$ cat config.mk
export PLATFORM = sky130hd
export DESIGN_NAME = reg_file_16x16
export DESIGN_NICKNAME = d
export VERILOG_FILES = /design/src/rtl/reg_file_16x16.sv
export SDC_FILE = /design/constraint.sdc
export NUM_CORES = 1
export LEC_CHECK = 0
export BUFFER_PORTS_ARGS = -buffer_cell sky130_fd_sc_hd__buf_2
export CAP_MARGIN = 20
export CORE_UTILIZATION = 48
export CTS_CLUSTER_DIAMETER = 150
export DETAILED_ROUTE_END_ITERATION = 16
export GPL_TIMING_DRIVEN = 1
export HOLD_SLACK_MARGIN = 0.12
export PLACE_DENSITY = 0.84
export SYNTH_ARGS = -nofsm -noshare
export SYNTH_HDL_FRONTEND = slang
export SYNTH_SLANG_ARGS = --single-unit
$ cat constraint.sdc
create_clock -name clk -period 3.4 [get_ports clk]
set_input_delay 0.68 -clock clk [delete_from_list [all_inputs] [get_ports clk]]
set_output_delay 0.68 -clock clk [all_outputs]
set_load 0.02 [all_outputs]
$ cat src/rtl/reg_file_16x16.sv
// reg_file_16x16
//   Sixteen-entry, 16-bit register file with a single synchronous write port.
//   All registers are driven as one flattened 256-bit bus for the downstream
//   16x16-to-16 read-select mux (mux In = regs_flat, mux S = read address).
//   Byte enables, per-register dirty tracking and a wrapping write counter.
//
// Parameters
//   ZERO_REG   1: register 0 reads 0 and ignores writes; 0: register 0 is ordinary
//   RESET_VAL  value loaded into every register on reset / clr_all
//
// Ports
//   clk        clock, all state updates on posedge
//   rst        synchronous active-high reset, overrides every other input
//   we         write enable
//   waddr      write address
//   wdata      write data
//   wbe        byte enables: [1] = bits 15:8, [0] = bits 7:0
//   clr_all    synchronous clear of all registers to RESET_VAL (dirty cleared too)
//   clr_dirty  synchronous clear of all dirty bits
//   regs_flat  register i on regs_flat[16*i+15 : 16*i]
//   dirty      dirty[i] = 1: register i written since last reset/clear
//   wr_count   committed writes, wraps 255 -> 0
module reg_file_16x16 #(
    parameter bit          ZERO_REG  = 1'b1,
    parameter logic [15:0] RESET_VAL = 16'h0000
) (
    input  logic         clk,
    input  logic         rst,
    input  logic         we,
    input  logic [3:0]   waddr,
    input  logic [15:0]  wdata,
    input  logic [1:0]   wbe,
    input  logic         clr_all,
    input  logic         clr_dirty,
    output logic [255:0] regs_flat,
    output logic [15:0]  dirty,
    output logic [7:0]   wr_count
);

    logic [15:0] regs_q [16];
    logic [15:0] regs_d [16];
    logic [15:0] dirty_q, dirty_d;
    logic [7:0]  wr_count_q, wr_count_d;
    logic        commit;

    // Value a register takes on reset or clear; register 0 is pinned when ZERO_REG.
    function automatic logic [15:0] init_val(input int unsigned idx);
        return (ZERO_REG && (idx == 0)) ? 16'h0000 : RESET_VAL;
    endfunction

    assign commit = we && (wbe != 2'b00) && !(ZERO_REG && (waddr == 4'd0));

    always_comb begin
        regs_d     = regs_q;
        dirty_d    = dirty_q;
        wr_count_d = wr_count_q;
        if (clr_all) begin
            // Clear wins over a same-cycle write; the write counter holds.
            for (int i = 0; i < 16; i++) begin
                regs_d[i] = init_val(i);
            end
            dirty_d = 16'h0000;
        end else begin
            if (clr_dirty) begin
                dirty_d = 16'h0000;
            end
            // Applied after clr_dirty so a committing write leaves only its own bit set.
            if (commit) begin
                if (wbe[0]) regs_d[waddr][7:0]  = wdata[7:0];
                if (wbe[1]) regs_d[waddr][15:8] = wdata[15:8];
                dirty_d[waddr] = 1'b1;
                wr_count_d     = wr_count_q + 8'd1;
            end
        end
    end

    always_ff @(posedge clk) begin
        if (rst) begin
            for (int i = 0; i < 16; i++) begin
                regs_q[i] <= init_val(i);
            end
            dirty_q    <= 16'h0000;
            wr_count_q <= 8'h00;
        end else begin
            regs_q     <= regs_d;
            dirty_q    <= dirty_d;
            wr_count_q <= wr_count_d;
        end
    end

    // Straight register outputs: no combinational path from the write port.
    for (genvar g = 0; g < 16; g++) begin : g_flat
        assign regs_flat[16*g +: 16] = regs_q[g];
    end

    assign dirty    = dirty_q;
    assign wr_count = wr_count_q;

endmodule
Word level (Yosys, flattened, before mapping):

Index checks and enable logic that the tools add are counted.

* memory bits (read-only): 0
* memories kept: 0
* memory bits (writable): 0
* bits of input ports: 27
* register bits after elaboration: 280
* latch bits: 0

* reduce and logical (&&, ||, !) cells: 9
* multiplexer cells: 15
* bitwise gates (word level): 3
* equality and inequality tests: 0
* add/sub/neg operators: 1
* order comparisons: 4
* $mul: 0
* divide/modulo/power cells: 0
* shift-type cells: 0

Operators by type and width (number)
* 256-bit 2-to-1 mux: 4
* 256-bit bitwise mux: 2
* 16-bit demux with 4-bit select: 2
* 16-bit 2-to-1 mux: 4
* 16-bit bitwise OR: 1
* 8-bit by 1-bit adder with 8-bit output (second input constant): 1
* 8-bit 2-to-1 mux: 1
* 5-bit >= comparator (second input constant): 1
* 4-bit by 5-bit < comparator with 1-bit output (second input constant): 1
* 5-bit by 1-bit < comparator with 1-bit output (second input constant): 1
* 4-bit inverter with 5-bit output: 1
* 1-bit demux with 4-bit select: 1
* 4-bit by 1-bit >= comparator with 1-bit output (second input constant): 1
* 1-bit logical AND: 4
* 4-bit zero test: 1
* 2-bit AND reduction: 1
* 2-bit nonzero test: 1
* 2-bit OR reduction: 1
* 1-bit zero test: 1
* 1-bit 2-to-1 mux: 1
* 1-bit inverter: 1

Logic depth before layout (Yosys ltp):

* depth in word-level cells: 11
* gate-level depth with buffers: 6

Least setup slack after synthesis:

No wires, ideal clock.

* path kind: input to register
* start: input port we
* end: register wr_count_q[6], in the netlist wr_count[6]
* arrival: 1.909 ns
* setup slack: 1.370 ns
* data required time: 3.279 ns
* library setup time: 0.121 ns
* cell stages on the path: 6
* buffers on the path: 2
* path through: buf_4 o21ai_2 or3_1 buf_2 nor3_1 mux2_2

* longest elaborated chain between the ends: 3

Ends and longest elaborated chain
* start: declaration: line 29 `input logic we,`
* 1-bit logical AND (2 in a row): line 51 `assign commit = we && (wbe != 2'b00) && !(ZERO_REG && (waddr == 4'd0));`
* 2-bit AND reduction (no source line)
* end signal: assignment: line 87 `wr_count_q <= wr_count_d;`
* end: declaration: line 43 `logic [7:0] wr_count_q, wr_count_d;`

Every way passes these cells.
A chain may end at the register's enable or synchronous reset.

Worst setup path after layout:

* start: input port waddr[1]
* end: register regs_q (netlist bit regs_flat[175])

* longest elaborated chain between the ends: 8
* elaborated cells between the ends (all ways): 16

Ends and longest elaborated chain
* start: declaration: line 30 `input logic [3:0] waddr,`
* parallel branches: the longest is 8 deep, another holds 5-bit >= comparator
* end signal: indexed assignment: line 80 `regs_q[i] <= init_val(i);`
* end signal: assignment: line 85 `regs_q <= regs_d;`
* end: declaration: line 40 `logic [15:0] regs_q [16];`

Several ways; the timed one is not identified. The select of a mux whose other input is x is not followed.

==> impl_metrics.json <==
{
  "grt_use_met1": 0.323,
  "path_max_fanout": 14,
  "critPathTopFamily": "simple AND/OR/NAND/NOR gates",
  "grt_max_degree": 63,
  "vias_per_cell": 5.25,
  "routed_wl_mm": 28.2,
  "synth_top_area_cell": "dfxtp_1",
  "finalSetupViolations": 0,
  "drc": 0,
  "layout-drive-gt1-share": 0.303,
  "path_class": "primary input to register",
  "port_buffers": 306,
  "cts_sinks": 280,
  "dp_hpwl_mm": 19.1,
  "path_cells": "buf_2 > nand4b_1 > nor2_2 > mux2i_1 > nor2_1",
  "nets": 1319,
  "syn_area_sq_mm": 0.0100,
  "tns_ns": 0,
  "clk_latency_ns": 0.52,
  "track_usage": 0.255,
  "period_share": 0.558,
  "critPathMaxStageDelay_ns": 0.64,
  "yosysSeqAreaShare": 0.560,
  "grt_pass1_wl_mm": 43.6,
  "cts-root-buf": "clkbuf_16",
  "rows": 52,
  "peakVddDrop_mv": 0.344,
  "cpMaxStageDelayCell": "nor2_2",
  "area_growth_pct": 27.6,
  "gp_congestion": 0.834,
  "yosysWarnings": 0,
  "final_hold_viol_count": 0,
  "wl_per_cell_um": 17.8,
  "ff_latch_area_sq_mm": 0.00561,
  "finalHoldWorstSlack_ns": 0.451,
  "postSynthAreaPerCell_sq_um": 9.89,
  "vias": 8305,
  "crit_arrival_ns": 2.28,
  "antenna_cells": 0,
  "ys_seq_elements": 280,
  "holdCritPathClass": "register to register",
  "die_width_um": 146,
  "postCtsResizedCells": 0,
  "grt_use_met3": 0.0691,
  "numCtsBuffers": 28,
  "cts_setup_buffers": 0,
  "max_slew.worst_pin.slew_ns": 0.790,
  "ios": 307,
  "firstDrtPassIters": 5,
  "multi_input_area_sq_mm": 0.00415,
  "endpoint_kind": "register",
  "postRouteAntennaNets": 0,
  "synthTopCellsByArea": "dfxtp_1 (56%), mux2i_1 (19%), nor2_1 (8.1%), nand3_1 (2.6%), a21oi_1 (2.5%)",
  "busiest_layer": "met2",
  "ctsLongestPathBuffers": 3,
  "overflow": 0,
  "path_buf_inv": 1,
  "core_sq_mm": 0.0204,
  "rsz0062_at_grt": "no",
  "worstPathRequired_ns": 3.79,
  "max_slew_margin": 0.472,
  "syn_nets": 1040,
  "outcome": "finished clean",
  "drv_cap": 0,
  "power.leakage_nw": 5.26,
  "start_kind": "primary input",
  "ys.flop_type": "dfxtp_1",
  "die_h_um": 146,
  "yosysTopAreaCellShare": 0.560,
  "initial_utilization": 0.491,
  "hold_buffers": 0,
  "dieArea_sq_mm": 0.0214,
  "clock_skew_ns": 0.00506,
  "antenna_found_initial": 0,
  "grt_pass1_vias": 7883,
  "synthArstFlopShare": 0,
  "finalMaxSlewViolations": 0,
  "cts_htree_levels": 1,
  "fmax_ghz": 0.527,
  "synth_cell_type_count": 34,
  "syn_inst": 1012,
  "period_needed_ns": 1.90,
  "fillers": 1629,
  "drt_iter0_markers": 370,
  "cts_tree": "done",
  "synth_edf_count": 0,
  "clkTransAtPathRegs_ns": 0.06,
  "use_met2": 0.421,
  "power_density_mw_per_mm2": 537
}
-- where the power goes --
group          internal (mW)  switching, mW
clock network           2.01           1.27
logic                 0.0677          0.210
registers               3.29        0.00675
-- Yosys cell counts, types with 4 or more instances --
cell type  count
dfxtp_1      280
nor2_1       215
mux2i_1      193
nand2_1       55
clkbuf_1      53
nand3_1       52
a21oi_1       49
nor2_2        23
and2_1        17
a22oi_1       12
buf_1          7
buf_2          5
nor3_1         5
nor4_1         5
inv_1          4
nand4b_1       4
-- area by class of cell --
cell class / count / area share
Clock buffer: 38 / 0.0650
Clock inverter: 14 / 0.0140
Inverter: 4 / 0.00118
Multi-Input combinational cell: 660 / 0.325
Sequential cell: 280 / 0.439
Tap cell: 270 / 0.0265
Timing Repair Buffer: 317 / 0.129
-- kinds of logic (layout without fill, tap and decap cells) --
logic type	count (synthesis)	after routing	synth area share
AOI/OAI and AO/OA	68	68	0.0394
xor gates and xnor gates	4	4	0.00350
adders and majority gates	1	1	0.00125
buffers and inverters	72	373	0.0288
DFF	280	280	0.560
muxes	194	194	0.194
and+or+nand+nor	393	393	0.173
-- registers in the layout, indices dropped and copies added (netlist names) --
register and cells:
dirty 16, regs_flat 256, wr_count 8
-- placed cells by master, fill, tap and decap left out, drive strengths merged --
master and count:
buf 317, dfxtp 280, nor2 238, mux2i 193, nand2 55, nand3 52
a21oi 49, clkbuf 38, and2 18, a22oi 12, clkinv 7, nor3 5
nor4 5, inv 5, nand4b 4, bufinv 4, nand4 3, nor2b 3
a32oi 3, xnor2 3, or2 3, nor4bb 2, nand2b 2, or3 2
clkinvlp 2, o21ai 2, and3 1, mux2 1, xor2 1, o31a 1
o21ba 1, ha 1
-- worst reg2reg max path: stages, from the launching register on --
cell and delay (ns):
dfxtp_1 0.44, ha_1 0.21, inv_1 0.07, nor4_1 0.37, xnor2_1 0.17, nor2_1 0.05
-- through the flow --
step	std cells	cell area, sq um	worst slack, ns	utilization	total power, mW
floorplan	1012	10000	1.37	-	3.53
global placement	1531	11800	1.01	0.577	3.64
detailed placement	1531	11800	0.976	0.577	3.64
CTS	1583	12800	1.49	0.627	6.90
global route	1583	12800	1.39	0.627	7.05
finish	1583	12800	1.50	0.627	6.86
-- per-layer routing --
metal  routed length (um)  up-vias
li1                     -     3948
met1                11700     3948
met2                13300      350
met3                 2490       59
met4                  696        0
met5                    0        -
-- path summary, 6_finish.rpt --
| kind | startpoint | end | slack (ns) | cells after the start |
|---|---|---|---|---|
| max | waddr[1] | regs_flat[175]$_SDFFE_PP0P_ | 1.50 | 5 |
| min | regs_flat[0]$_SDFFE_PP0P_ | regs_flat[0]$_SDFFE_PP0P_ | 0.45 | 1 |
| max reg2reg | wr_count[0]$_SDFFE_PP0P_ | wr_count[2]$_SDFFE_PP0P_ | 1.99 | 5 |
| min reg2reg | regs_flat[0]$_SDFFE_PP0P_ | regs_flat[0]$_SDFFE_PP0P_ | 0.45 | 1 |
Power figures use the tool's default switching activity.
